$ cat src/rtl/cnn_pkg.sv
// Shared types and constants for the conv1 -> pool1 datapath.
package cnn_pkg;

   localparam int MAP_W_DEF    = 24;   // conv1 feature-map width/height
   localparam int DATA_W_DEF   = 16;   // signed pixel width
   localparam int RD_ADDR_W    = 10;   // conv1 memory address width
   localparam int POOL_ADDR_W  = 8;    // pooled-map index width
   localparam int FETCH_PHASES = 4;    // reads per 2x2 window

   // Number of pooled outputs produced from a square map of width map_w.
   function automatic int pooled_size(input int map_w);
      return (map_w / 2) * (map_w / 2);
   endfunction

   localparam int POOL_MAP_SIZE = pooled_size(MAP_W_DEF);   // 144

   typedef enum logic [2:0] {
      ST_IDLE,
      ST_FETCH,
      ST_DRAIN,
      ST_OUT,
      ST_DONE
   } pool_state_t;

endpackage

$ cat src/rtl/pool1_addr_gen.sv
// Maps a pooling window (r, c) and fetch phase to a conv1 memory address.
// Phase order: top-left, top-right, bottom-left, bottom-right.
module pool1_addr_gen
   import cnn_pkg::*;
#(
   parameter int MAP_W = MAP_W_DEF
) (
   input  logic [POOL_ADDR_W-1:0] r,
   input  logic [POOL_ADDR_W-1:0] c,
   input  logic [1:0]             phase,
   output logic [RD_ADDR_W-1:0]   rd_addr
);

   logic [RD_ADDR_W-1:0] offset [FETCH_PHASES];
   logic [RD_ADDR_W-1:0] base;

   // Per-phase offset from the window base: bit 1 selects the row below, bit 0 the next column.
   generate
      for (genvar gi = 0; gi < FETCH_PHASES; gi++) begin : g_offset
         assign offset[gi] = RD_ADDR_W'(((gi / 2) * MAP_W) + (gi % 2));
      end
   endgenerate

   // Top-left pixel of the window: row 2r, column 2c.
   assign base    = (RD_ADDR_W'(r) * RD_ADDR_W'(2 * MAP_W)) + (RD_ADDR_W'(c) << 1);
   assign rd_addr = base + offset[phase];

endmodule

$ cat src/rtl/pool1_mem_read.sv
// 2x2 max-pool reader: walks the conv1 map in raster window order, reads the
// four pixels of each window, and hands the signed maximum downstream with a
// valid/ready handshake.
module pool1_mem_read
   import cnn_pkg::*;
#(
   parameter int MAP_W  = MAP_W_DEF,
   parameter int DATA_W = DATA_W_DEF
) (
   input  logic                     clk,
   input  logic                     reset,
   input  logic                     start,
   input  logic signed [DATA_W-1:0] rd_data,
   input  logic                     pool_ready,
   output logic [RD_ADDR_W-1:0]     rd_addr,
   output logic                     rd_en,
   output logic signed [DATA_W-1:0] pool_data,
   output logic [POOL_ADDR_W-1:0]   pool_addr,
   output logic                     pool_valid,
   output logic                     done
);

   localparam int                     HALF_W  = MAP_W / 2;
   localparam logic [POOL_ADDR_W-1:0] LAST_RC = POOL_ADDR_W'(HALF_W - 1);

   pool_state_t              state_reg;
   logic [POOL_ADDR_W-1:0]   r_reg;
   logic [POOL_ADDR_W-1:0]   c_reg;
   logic [1:0]               phase_reg;
   logic                     rd_en_reg;
   logic                     ret_valid_reg;   // rd_data carries a pixel this cycle
   logic [1:0]               ret_phase_reg;   // which phase that pixel belongs to
   logic signed [DATA_W-1:0] max_reg;
   logic signed [DATA_W-1:0] max_next;
   logic signed [DATA_W-1:0] pool_data_reg;
   logic [POOL_ADDR_W-1:0]   pool_addr_reg;
   logic                     pool_valid_reg;
   logic                     done_reg;
   logic [POOL_ADDR_W-1:0]   win_index;
   logic                     last_win;

   pool1_addr_gen #(
      .MAP_W (MAP_W)
   ) u_addr_gen (
      .r       (r_reg),
      .c       (c_reg),
      .phase   (phase_reg),
      .rd_addr (rd_addr)
   );

   assign win_index = (r_reg * POOL_ADDR_W'(HALF_W)) + c_reg;
   assign last_win  = (r_reg == LAST_RC) && (c_reg == LAST_RC);

   // Running maximum: the first pixel of a window replaces the held value,
   // later pixels win only when strictly greater (ties keep the held value).
   always_comb begin
      max_next = max_reg;
      if (ret_valid_reg) begin
         if (ret_phase_reg == 2'd0) begin
            max_next = rd_data;
         end else if (rd_data > max_reg) begin
            max_next = rd_data;
         end
      end
   end

   // Window sequencer with registered outputs; read returns are tracked one cycle behind the strobe.
   always_ff @(posedge clk) begin
      if (reset) begin
         state_reg      <= ST_IDLE;
         r_reg          <= '0;
         c_reg          <= '0;
         phase_reg      <= '0;
         rd_en_reg      <= 1'b0;
         ret_valid_reg  <= 1'b0;
         ret_phase_reg  <= '0;
         max_reg        <= '0;
         pool_data_reg  <= '0;
         pool_addr_reg  <= '0;
         pool_valid_reg <= 1'b0;
         done_reg       <= 1'b0;
      end else begin
         ret_valid_reg <= rd_en_reg;
         ret_phase_reg <= phase_reg;
         max_reg       <= max_next;
         case (state_reg)
            ST_IDLE: begin
               if (start) begin
                  state_reg <= ST_FETCH;
                  r_reg     <= '0;
                  c_reg     <= '0;
                  phase_reg <= '0;
                  rd_en_reg <= 1'b1;
               end
            end
            ST_FETCH: begin
               if (phase_reg == 2'd3) begin
                  state_reg <= ST_DRAIN;
                  phase_reg <= '0;
                  rd_en_reg <= 1'b0;
               end else begin
                  phase_reg <= phase_reg + 2'd1;
               end
            end
            ST_DRAIN: begin
               // max_next already includes the bottom-right pixel arriving now.
               state_reg      <= ST_OUT;
               pool_data_reg  <= max_next;
               pool_addr_reg  <= win_index;
               pool_valid_reg <= 1'b1;
            end
            ST_OUT: begin
               if (pool_ready) begin
                  pool_valid_reg <= 1'b0;
                  if (last_win) begin
                     state_reg <= ST_DONE;
                     done_reg  <= 1'b1;
                  end else begin
                     state_reg <= ST_FETCH;
                     rd_en_reg <= 1'b1;
                     if (c_reg == LAST_RC) begin
                        c_reg <= '0;
                        r_reg <= r_reg + POOL_ADDR_W'(1);
                     end else begin
                        c_reg <= c_reg + POOL_ADDR_W'(1);
                     end
                  end
               end
            end
            ST_DONE: begin
               if (start) begin
                  state_reg <= ST_FETCH;
                  done_reg  <= 1'b0;
                  r_reg     <= '0;
                  c_reg     <= '0;
                  phase_reg <= '0;
                  rd_en_reg <= 1'b1;
               end
            end
            default: begin
               state_reg <= ST_IDLE;
            end
         endcase
      end
   end

   assign rd_en      = rd_en_reg;
   assign pool_data  = pool_data_reg;
   assign pool_addr  = pool_addr_reg;
   assign pool_valid = pool_valid_reg;
   assign done       = done_reg;

endmodule

$ cat config.mk
export PLATFORM = sky130hd
export DESIGN_NAME = pool1_mem_read
export DESIGN_NICKNAME = d
export VERILOG_FILES = /design/src/rtl/cnn_pkg.sv /design/src/rtl/pool1_addr_gen.sv /design/src/rtl/pool1_mem_read.sv
export SDC_FILE = /design/constraint.sdc
export NUM_CORES = 1
export LEC_CHECK = 0
export ABC_AREA = 1
export BUFFER_PORTS_ARGS = -buffer_cell sky130_fd_sc_hd__buf_4
export CAP_MARGIN = 30
export CORE_ASPECT_RATIO = 0.9
export CORE_MARGIN = 2
export CORE_UTILIZATION = 46
export DETAILED_ROUTE_END_ITERATION = 10
export GPL_TIMING_DRIVEN = 0
export HOLD_SLACK_MARGIN = 0.08
export PLACE_DENSITY = 0.66
export RECOVER_POWER = 25
export SETUP_SLACK_MARGIN = 0.05
export SLEW_MARGIN = 20
export SYNTH_ARGS = -nofsm -noshare
export SYNTH_HDL_FRONTEND = slang
export SYNTH_SLANG_ARGS = --single-unit
$ cat constraint.sdc
create_clock -name clk -period 4.55 [get_ports clk]
set_clock_uncertainty 0.1 [all_clocks]
set_input_delay 0.455 -clock clk [delete_from_list [all_inputs] [get_ports clk]]
set_output_delay 0.455 -clock clk [all_outputs]
set_load 0.005 [all_outputs]
==> Flow_metrics.wiki, run 1 <==
{| class="wikitable"
! Metric !! Value
|-
| Number of distinct standard cells referenced by the synthesized netlist || 42
|-
| Hold Path Origin || rd_data[9]
|-
| Cell seen most often among critical-path stages || sky130_fd_sc_hd__ha_1
|-
| Post-place instance area || 4536 sq um
|-
| Layout overhead on the synthesized area || 18.77%
|-
| Detailed Route WL || approximately 9000 microns
|-
| Post-layout minimum cycle time || 3.748 ns
|-
| Filler-free cell count of the finished design || 702
|-
| Sink count of the clock tree || 67
|-
| Required time worst endpoint || 3.99 ns
|-
| Slowest stage cell, crit path || sky130_fd_sc_hd__fa_1
|-
| Count of input and output buffers || 56
|-
| Antenna-violating nets left || 0
|-
| Core utilization of the finished layout || 55.50%
|-
| Min-Delay Path Class || in -> reg
|-
| Clock latency of the later-clocked register in the worst-skew pair || 0.34 ns
|-
| Result of the run || completed
|-
| Routed length per instance || approximately 13 microns
|-
| Leakage power total || 2.303 nW
|-
| Worst voltage drop across the vdd grid || between 0.15 and 0.2 mV
|-
| Count of pins over their slew limit || 0
|-
| Path type of the worst setup path || reg -> out
|-
| Cell-by-cell trace of the critical path || ha_1 > fa_1 > ha_1 > ha_1 > a21oi_1 > nand2_1 > a21o_1 > a21oi_1 > xor2_1 > buf_4
|-
| Post-layout worst setup margin || about 0.80 ns
|-
| Worst max-slew margin expressed relative to the limit || 59.63%
|-
| Placer Congestion || 0.8795
|-
| Sequential cell area fraction in the yosys report || 33.82%
|-
| Initial core utilization || 46.73%
|-
| CTS Hold Bufs || 0
|-
| Endpoint arrival time on the critical path || 3.19 ns
|-
| Overall track demand over capacity in global routing || 19.94%
|-
| Total power draw || roughly 1.4 mW
|-
| Cells after synthesis || about 500
|-
| CP Launch Type || flip-flop
|-
| Total placed cells including tap cells || 687
|-
| Antenna violations before repair || 0
|-
| PostCTS Resize Cnt || 0
|-
| DRC errors left || 0
|-
| Maximum number of pins on one net before global-route repair || 11
|-
| Final TNS setup || 0 ns
|-
| Worst r2r src || r_reg[0]
|-
| Area of all placed cells without fillers || 4711 sq um
|-
| Nets || 643
|-
| Antenna diode count || 0
|-
| Total of endpoints with negative setup slack in the final report || 0
|-
| Vias in the first global route || 3184
|-
| Deepest level of the CTS H-tree || 3
|-
| Maximum fanout count along the critical path || 6
|-
| Vertical extent of the die || 92.09 microns
|-
| Via Count || 3422
|-
| Layout cell share with drive strength beyond 1 || 17.84%
|-
| Placeable core region || between 8000 and 9000 sq um
|-
| Die ar. || around 9400 sq um
|-
| Depth of the worst hold-timing path || 3
|-
| Max capacitance violation total || 0
|-
| Die W || about 100 microns
|-
| Detailed-routing iteration count for the pre-antenna-repair pass || 4
|-
| Remaining global-route overflow || 0
|-
| Share of the cycle needed by the critical path after routing || 82.37%
|-
| Clock tree from TritonCTS || done
|-
| Clock slew seen by the registers of the worst setup and hold paths || 0.07 ns
|-
| Buffer levels on the longest clock path || 2
|-
| RSZ-0062 raised after global routing || no
|-
| Final count of hold timing violations || 0
|-
| First-pass GRT wire length || 14900 microns
|-
| CTS buffer count || 9
|-
| Delay of the slowest cell on the worst path || 0.51 ns
|-
| Setup repair bufs after CTS || 0
|-
| Detailed placement HPWL || about 7000 microns
|-
| Synth Net Count || 576
|-
| Vias per Instance || around 4.9
|-
| Netlist area before placement || between 3000 and 4000 sq um
|-
| Root buffer selected by CTS || sky130_fd_sc_hd__clkbuf_8
|-
| Worst slew pin tran || ~0.61 ns
|-
| Worst hold endpoint || max_reg[9]
|-
| Worst hold slack after final layout || 0.3319 ns
|-
| Path depth of the worst reg2reg path || 10
|-
| Total power divided by cell area || 307.2 nW/um^2
|-
| Synth Area per Inst || between 7 and 8 sq um
|-
| Number of flip-flops and latches in the synthesized netlist || 67
|-
| Setup Slack @ Placement || 1.169 ns
|-
| Initial DRC Count || roughly 130
|-
| Maximum operating frequency || ~270 MHz
|-
| Total of warnings raised by yosys || 0
|-
| Reg-to-reg endpoint || pool_addr[7]
|-
| Crit end category || output port
|-
| Number of I/O pins || 57
|-
| Minimum setup slack among reg-to-reg paths || 1.79 ns
|-
| Cell row count || 32
|}
==> critical path, delay by kind of cell (launching register included) <==
kind / cells / cell delay, ns
XOR/XNOR: 1 / 0.17
AO/OA/AOI/OAI: 3 / 0.47
buffers and inverters: 1 / 0.13
adder cells (fa/ha/maj): 4 / 1.49
AND/OR/NAND/NOR: 1 / 0.10
flip-flops: 1 / 0.49
==> cells by family after synthesis <==
group,Yosys count,synth area share (%)
simple gates,197,24.86
flops,67,33.82
compound gates,94,13.56
xor+xnor,13,2.871
fa+ha+maj,44,14.64
buf+inv,97,10.25
==> power by group <==
group	total (mW)	internal, mW	switching [mW]
sequential	0.656	0.628	0.0283
clock	0.458	0.238	0.220
combinational	0.333	0.142	0.191
total	1.45	1.01	0.439
==> metal layers <==
layer	track usage (%)	share of wire, %	wire length (microns)
met5	0	0	0
met4	3.444	0.72	65
met3	4.573	3.6	325
met2	31.03	43	3877
met1	28.49	52	4704
==> cell type report <==
| class | count | area (sq um) |
|---|---|---|
| Buffer | 17 | 102.6 |
| Inverter | 80 | 304.0 |
| Tap cell | 119 | 148.9 |
| Clock buffer | 13 | 168.9 |
| Sequential cell | 67 | 1341 |
| Timing Repair Buffer | 56 | 416.7 |
| Fill cell | 852 | 3777 |
| Clock inverter | 2 | 10.01 |
| Multi-Input combinational cell | 348 | 2218 |
==> layout by cell type (no fill, tap or decap), types with 2 or more instances in the layout <==
master                     synthesis  routed
sky130_fd_sc_hd__ha_1             40      40
sky130_fd_sc_hd__a21oi_1          45      45
sky130_fd_sc_hd__clkbuf_4          0      23
sky130_fd_sc_hd__xor2_1            8       8
sky130_fd_sc_hd__nand2_2           3       3
sky130_fd_sc_hd__clkinv_2          1       3
sky130_fd_sc_hd__buf_2             4       4
sky130_fd_sc_hd__a31oi_1           2       2
sky130_fd_sc_hd__nand3_1          50      50
sky130_fd_sc_hd__nor3_1            5       5
sky130_fd_sc_hd__o21ai_0          21      21
sky130_fd_sc_hd__nor2_4            2       2
sky130_fd_sc_hd__xnor2_1           5       5
sky130_fd_sc_hd__o21bai_1          3       3
sky130_fd_sc_hd__buf_6             3       3
sky130_fd_sc_hd__inv_1            76      76
sky130_fd_sc_hd__dfxtp_1          67      67
sky130_fd_sc_hd__clkbuf_1          6       8
sky130_fd_sc_hd__buf_4             3      35
sky130_fd_sc_hd__o21a_1           16      16
sky130_fd_sc_hd__nand2_1          81      81
sky130_fd_sc_hd__nor2_2            3       3
sky130_fd_sc_hd__nor3b_2           2       2
sky130_fd_sc_hd__clkbuf_8          0      12
sky130_fd_sc_hd__nor2_1           32      32
sky130_fd_sc_hd__a21o_1            3       3
sky130_fd_sc_hd__fa_1              4       4
sky130_fd_sc_hd__nand2_4           5       5
sky130_fd_sc_hd__or2_1             3       3
sky130_fd_sc_hd__nand4_1           4       4
sky130_fd_sc_hd__nor2_8            2       2
==> worst max-delay path by stage <==
stage                  start          to  slack, ns  cells after the start
detailed placement  r_reg[0]  rd_addr[9]       1.17                     10
global placement    r_reg[0]  rd_addr[9]       1.21                     10
finish              r_reg[0]  rd_addr[9]       0.80                     10
CTS                 r_reg[0]  rd_addr[9]       0.79                     10
global route        r_reg[0]  rd_addr[9]       0.61                     10
floorplan           r_reg[0]  rd_addr[9]       1.55                      9
==> cells in the mapped netlist, drive strengths merged <==
| cell | number | area (sq um) |
|---|---|---|
| nand3b | 1 | 7.510 |
| o21a | 16 | 120.1 |
| nor3 | 7 | 51.30 |
| nand2 | 89 | 379.1 |
| o221ai | 1 | 8.760 |
| buf | 11 | 80.07 |
| ha | 40 | 500.5 |
| a211oi | 1 | 7.510 |
| a21oi | 45 | 225.2 |
| a31oi | 2 | 12.51 |
| clkinv | 2 | 8.750 |
| clkbuf | 6 | 22.52 |
| or2 | 4 | 25.03 |
| inv | 78 | 295.3 |
| o21bai | 3 | 22.52 |
| o21ai | 23 | 118.9 |
| fa | 4 | 80.08 |
| nor3b | 2 | 25.02 |
| nor2 | 39 | 201.5 |
| dfxtp | 67 | 1341 |
| xnor2 | 5 | 43.79 |
| a21o | 3 | 22.52 |
| xor2 | 8 | 70.07 |
| nand3 | 50 | 250.2 |
| nor4 | 1 | 21.27 |
| nand4 | 4 | 25.02 |
(Power assumes the default switching activity.)
==> run 2: changes to the inputs <==
Clock period 4.55 ns to 3.5 ns, I/O delays scaled along.
==> run 2 against run 1 <==
Net effect: final cell count unchanged; routed wire length about the same; setup slack got worse by 0.61 ns; design area increased by 0.80%; sequential power increased by 30%; die area unchanged; count of clock-buffer cells in the layout unchanged; critical endpoint unchanged.
==> Flow_metrics.wiki, run 2 (synthesis results as in run 1) <==
{| class="wikitable"
! Metric !! Value
|-
| Result of the run || completed
|-
| Maximum fanout count along the critical path || 6
|-
| Count of input and output buffers || 56
|-
| Final TNS setup || 0 ns
|-
| Delay of the slowest cell on the worst path || about 0.5 ns
|-
| Top library cells by usage in the layout, fill and taps aside || sky130_fd_sc_hd__nand2_1, sky130_fd_sc_hd__inv_1, sky130_fd_sc_hd__dfxtp_1, sky130_fd_sc_hd__nand3_1, sky130_fd_sc_hd__a21oi_1
|-
| Worst max-slew margin expressed relative to the limit || 60.06%
|-
| Leakage power total || 2.308 nW
|-
| Cell-by-cell trace of the critical path || ha_4 > fa_1 > ha_1 > ha_4 > a21oi_1 > nand2_1 > a21o_1 > a21oi_1 > xor2_1 > buf_4
|-
| Clock tree from TritonCTS || done
|-
| Endpoint arrival time on the critical path || ~2.9 ns
|-
| Layout cell share with drive strength beyond 1 || between 10% and 20%
|-
| Deepest level of the CTS H-tree || 3
|-
| Worst r2r src || r_reg[0]
|-
| Vias per Instance || just under 5
|-
| Vertical extent of the die || 92.09 microns
|-
| Root buffer selected by CTS || sky130_fd_sc_hd__clkbuf_8
|-
| Vias in the first global route || 3185
|-
| Max capacitance violation total || 0
|-
| Antenna-violating nets left || 0
|-
| Worst hold slack after final layout || 0.2254 ns
|-
| Min-Delay Path Class || in -> reg
|-
| Placer Congestion || slightly below 0.9
|-
| Nets || 643
|-
| Share of total power consumed by net switching || 30.36%
|-
| Final count of hold timing violations || 0
|-
| Internal portion of total power || 1.314 mW
|-
| Leading cell type in the layout, fill and taps excluded || sky130_fd_sc_hd__nand2_1
|-
| RSZ-0062 raised after global routing || no
|-
| Top delay family on crit path || adder cells
|-
| DRC errors left || 0
|-
| Via Count || about 3400
|-
| Buffer levels on the longest clock path || 2
|-
| Detailed Route WL || 8976 microns
|-
| Path depth of the worst reg2reg path || 10
|-
| Clock slew seen by the registers of the worst setup and hold paths || 0.07 ns
|-
| CTS Hold Bufs || 0
|-
| CP Launch Type || flip-flop
|-
| Worst slew pin tran || 0.5991 ns
|-
| Reg-to-reg endpoint || pool_addr[7]
|-
| Slowest stage cell, crit path || sky130_fd_sc_hd__fa_1
|-
| Post-layout minimum cycle time || 3.306 ns
|-
| Hold Path Origin || rd_data[7]
|-
| Depth of the worst hold-timing path || 3
|-
| Maximum operating frequency || about 300 MHz
|-
| Antenna violations before repair || 0
|-
| Worst hold endpoint || max_reg[7]
|-
| Detailed placement HPWL || ~6900 microns
|-
| Share of power burned in the clock network || 31.6%
|-
| Number of I/O pins || 57
|-
| Share of the cycle needed by the critical path after routing || 94.46%
|-
| Die W || a little over 100 microns
|-
| Sink count of the clock tree || 67
|-
| Required time worst endpoint || 3.05 ns
|-
| Sequential fraction of design power || 45.3%
|-
| Layout overhead on the synthesized area || 19.72%
|-
| Count of pins over their slew limit || 0
|-
| CTS buffer count || 9
|-
| Crit end category || output port
|-
| Sw Pwr || about 570 uW
|-
| Initial DRC Count || 119
|-
| Initial core utilization || 46.73%
|-
| Routed length per instance || 12.79 microns
|-
| Worst voltage drop across the vdd grid || 0.2031 mV
|-
| Total placed cells including tap cells || 687
|-
| Minimum setup slack among reg-to-reg paths || 1.02 ns
|-
| Path type of the worst setup path || reg -> out
|-
| Cell row count || 32
|-
| Total power draw || 1.887 mW
|-
| Placeable core region || 8488 sq um
|-
| Maximum number of pins on one net before global-route repair || 11
|-
| Filler-free cell count of the finished design || 702
|-
| Clock latency of the later-clocked register in the worst-skew pair || 0.34 ns
|-
| Core utilization of the finished layout || 55.94%
|-
| First-pass GRT wire length || 14900 microns
|-
| Power share of the combinational group || 23.1%
|-
| Total of endpoints with negative setup slack in the final report || 0
|-
| Total power divided by cell area || ~400 nW/um^2
|-
| Die ar. || 9382 sq um
|-
| Worst Path Buf+Inv || 1
|-
| Antenna diode count || 0
|-
| Remaining global-route overflow || 0
|-
| Overall track demand over capacity in global routing || 19.94%
|-
| Detailed-routing iteration count for the pre-antenna-repair pass || 4
|}
run 2: cell counts in the layout (fill, tap and decap cells not counted):
Identical to the previous run, type by type.
run 2: routing by layer:
metal  global-route usage, %  vias up  share of wire (%)
met5                       0        -                  0
met4                   3.444        0               0.72
met3                   4.573        8                3.6
met2                   31.03       68                 43
met1                   28.49     1569                 52
li1                        -     1803                  -
run 2: tightest hold or removal path: stages:
cell	delay, ns
sky130_fd_sc_hd__buf_4	0.11
sky130_fd_sc_hd__nand3_1	0.09
sky130_fd_sc_hd__a21oi_1	0.06
run 2: power groups by stage:
stage	combinational [mW]	sequential [mW]	clock, mW
floorplan	0.286	0.865	0
global placement	0.429	0.869	0
detailed placement	0.437	0.872	0
CTS	0.441	0.856	0.612
global route	0.491	0.863	0.641
finish	0.436	0.855	0.597
run 2: worst max path at each step:
| stage | depth (start not counted) | from | slack [ns] | end |
|---|---|---|---|---|
| finish | 10 | r_reg[0] | 0.19 | rd_addr[9] |
| CTS | 10 | r_reg[1] | 0.05 | rd_addr[9] |
| floorplan | 9 | r_reg[0] | 0.61 | rd_addr[9] |
| global route | 10 | r_reg[0] | 0.06 | rd_addr[9] |
| detailed placement | 10 | r_reg[0] | 0.22 | rd_addr[9] |
| global placement | 10 | r_reg[0] | 0.26 | rd_addr[9] |
run 2: through the flow:
stage,setup WS [ns],area (sq um)
floorplan,0.6080,3966
global placement,0.2636,4536
detailed placement,0.2236,4536
CTS,0.05212,4728
global route,0.05855,4748
finish,0.1940,4748
run 2: final cells by class:
| cell class | instances | area, sq um |
|---|---|---|
| fill | 846 | 3740 |
| clock buffer | 13 | 168.9 |
| buffer | 17 | 102.6 |
| sequential | 67 | 1346 |
| tap | 119 | 148.9 |
| clock inverter | 2 | 10.01 |
| timing repair buffer | 56 | 416.7 |
| inverter | 80 | 304.0 |
| multi-input combinational | 348 | 2251 |
run 2: repair_timing:
item	CTS	global route
resized for setup	3	4
buffers inserted	0	0
endpoints found under the setup margin	2	2
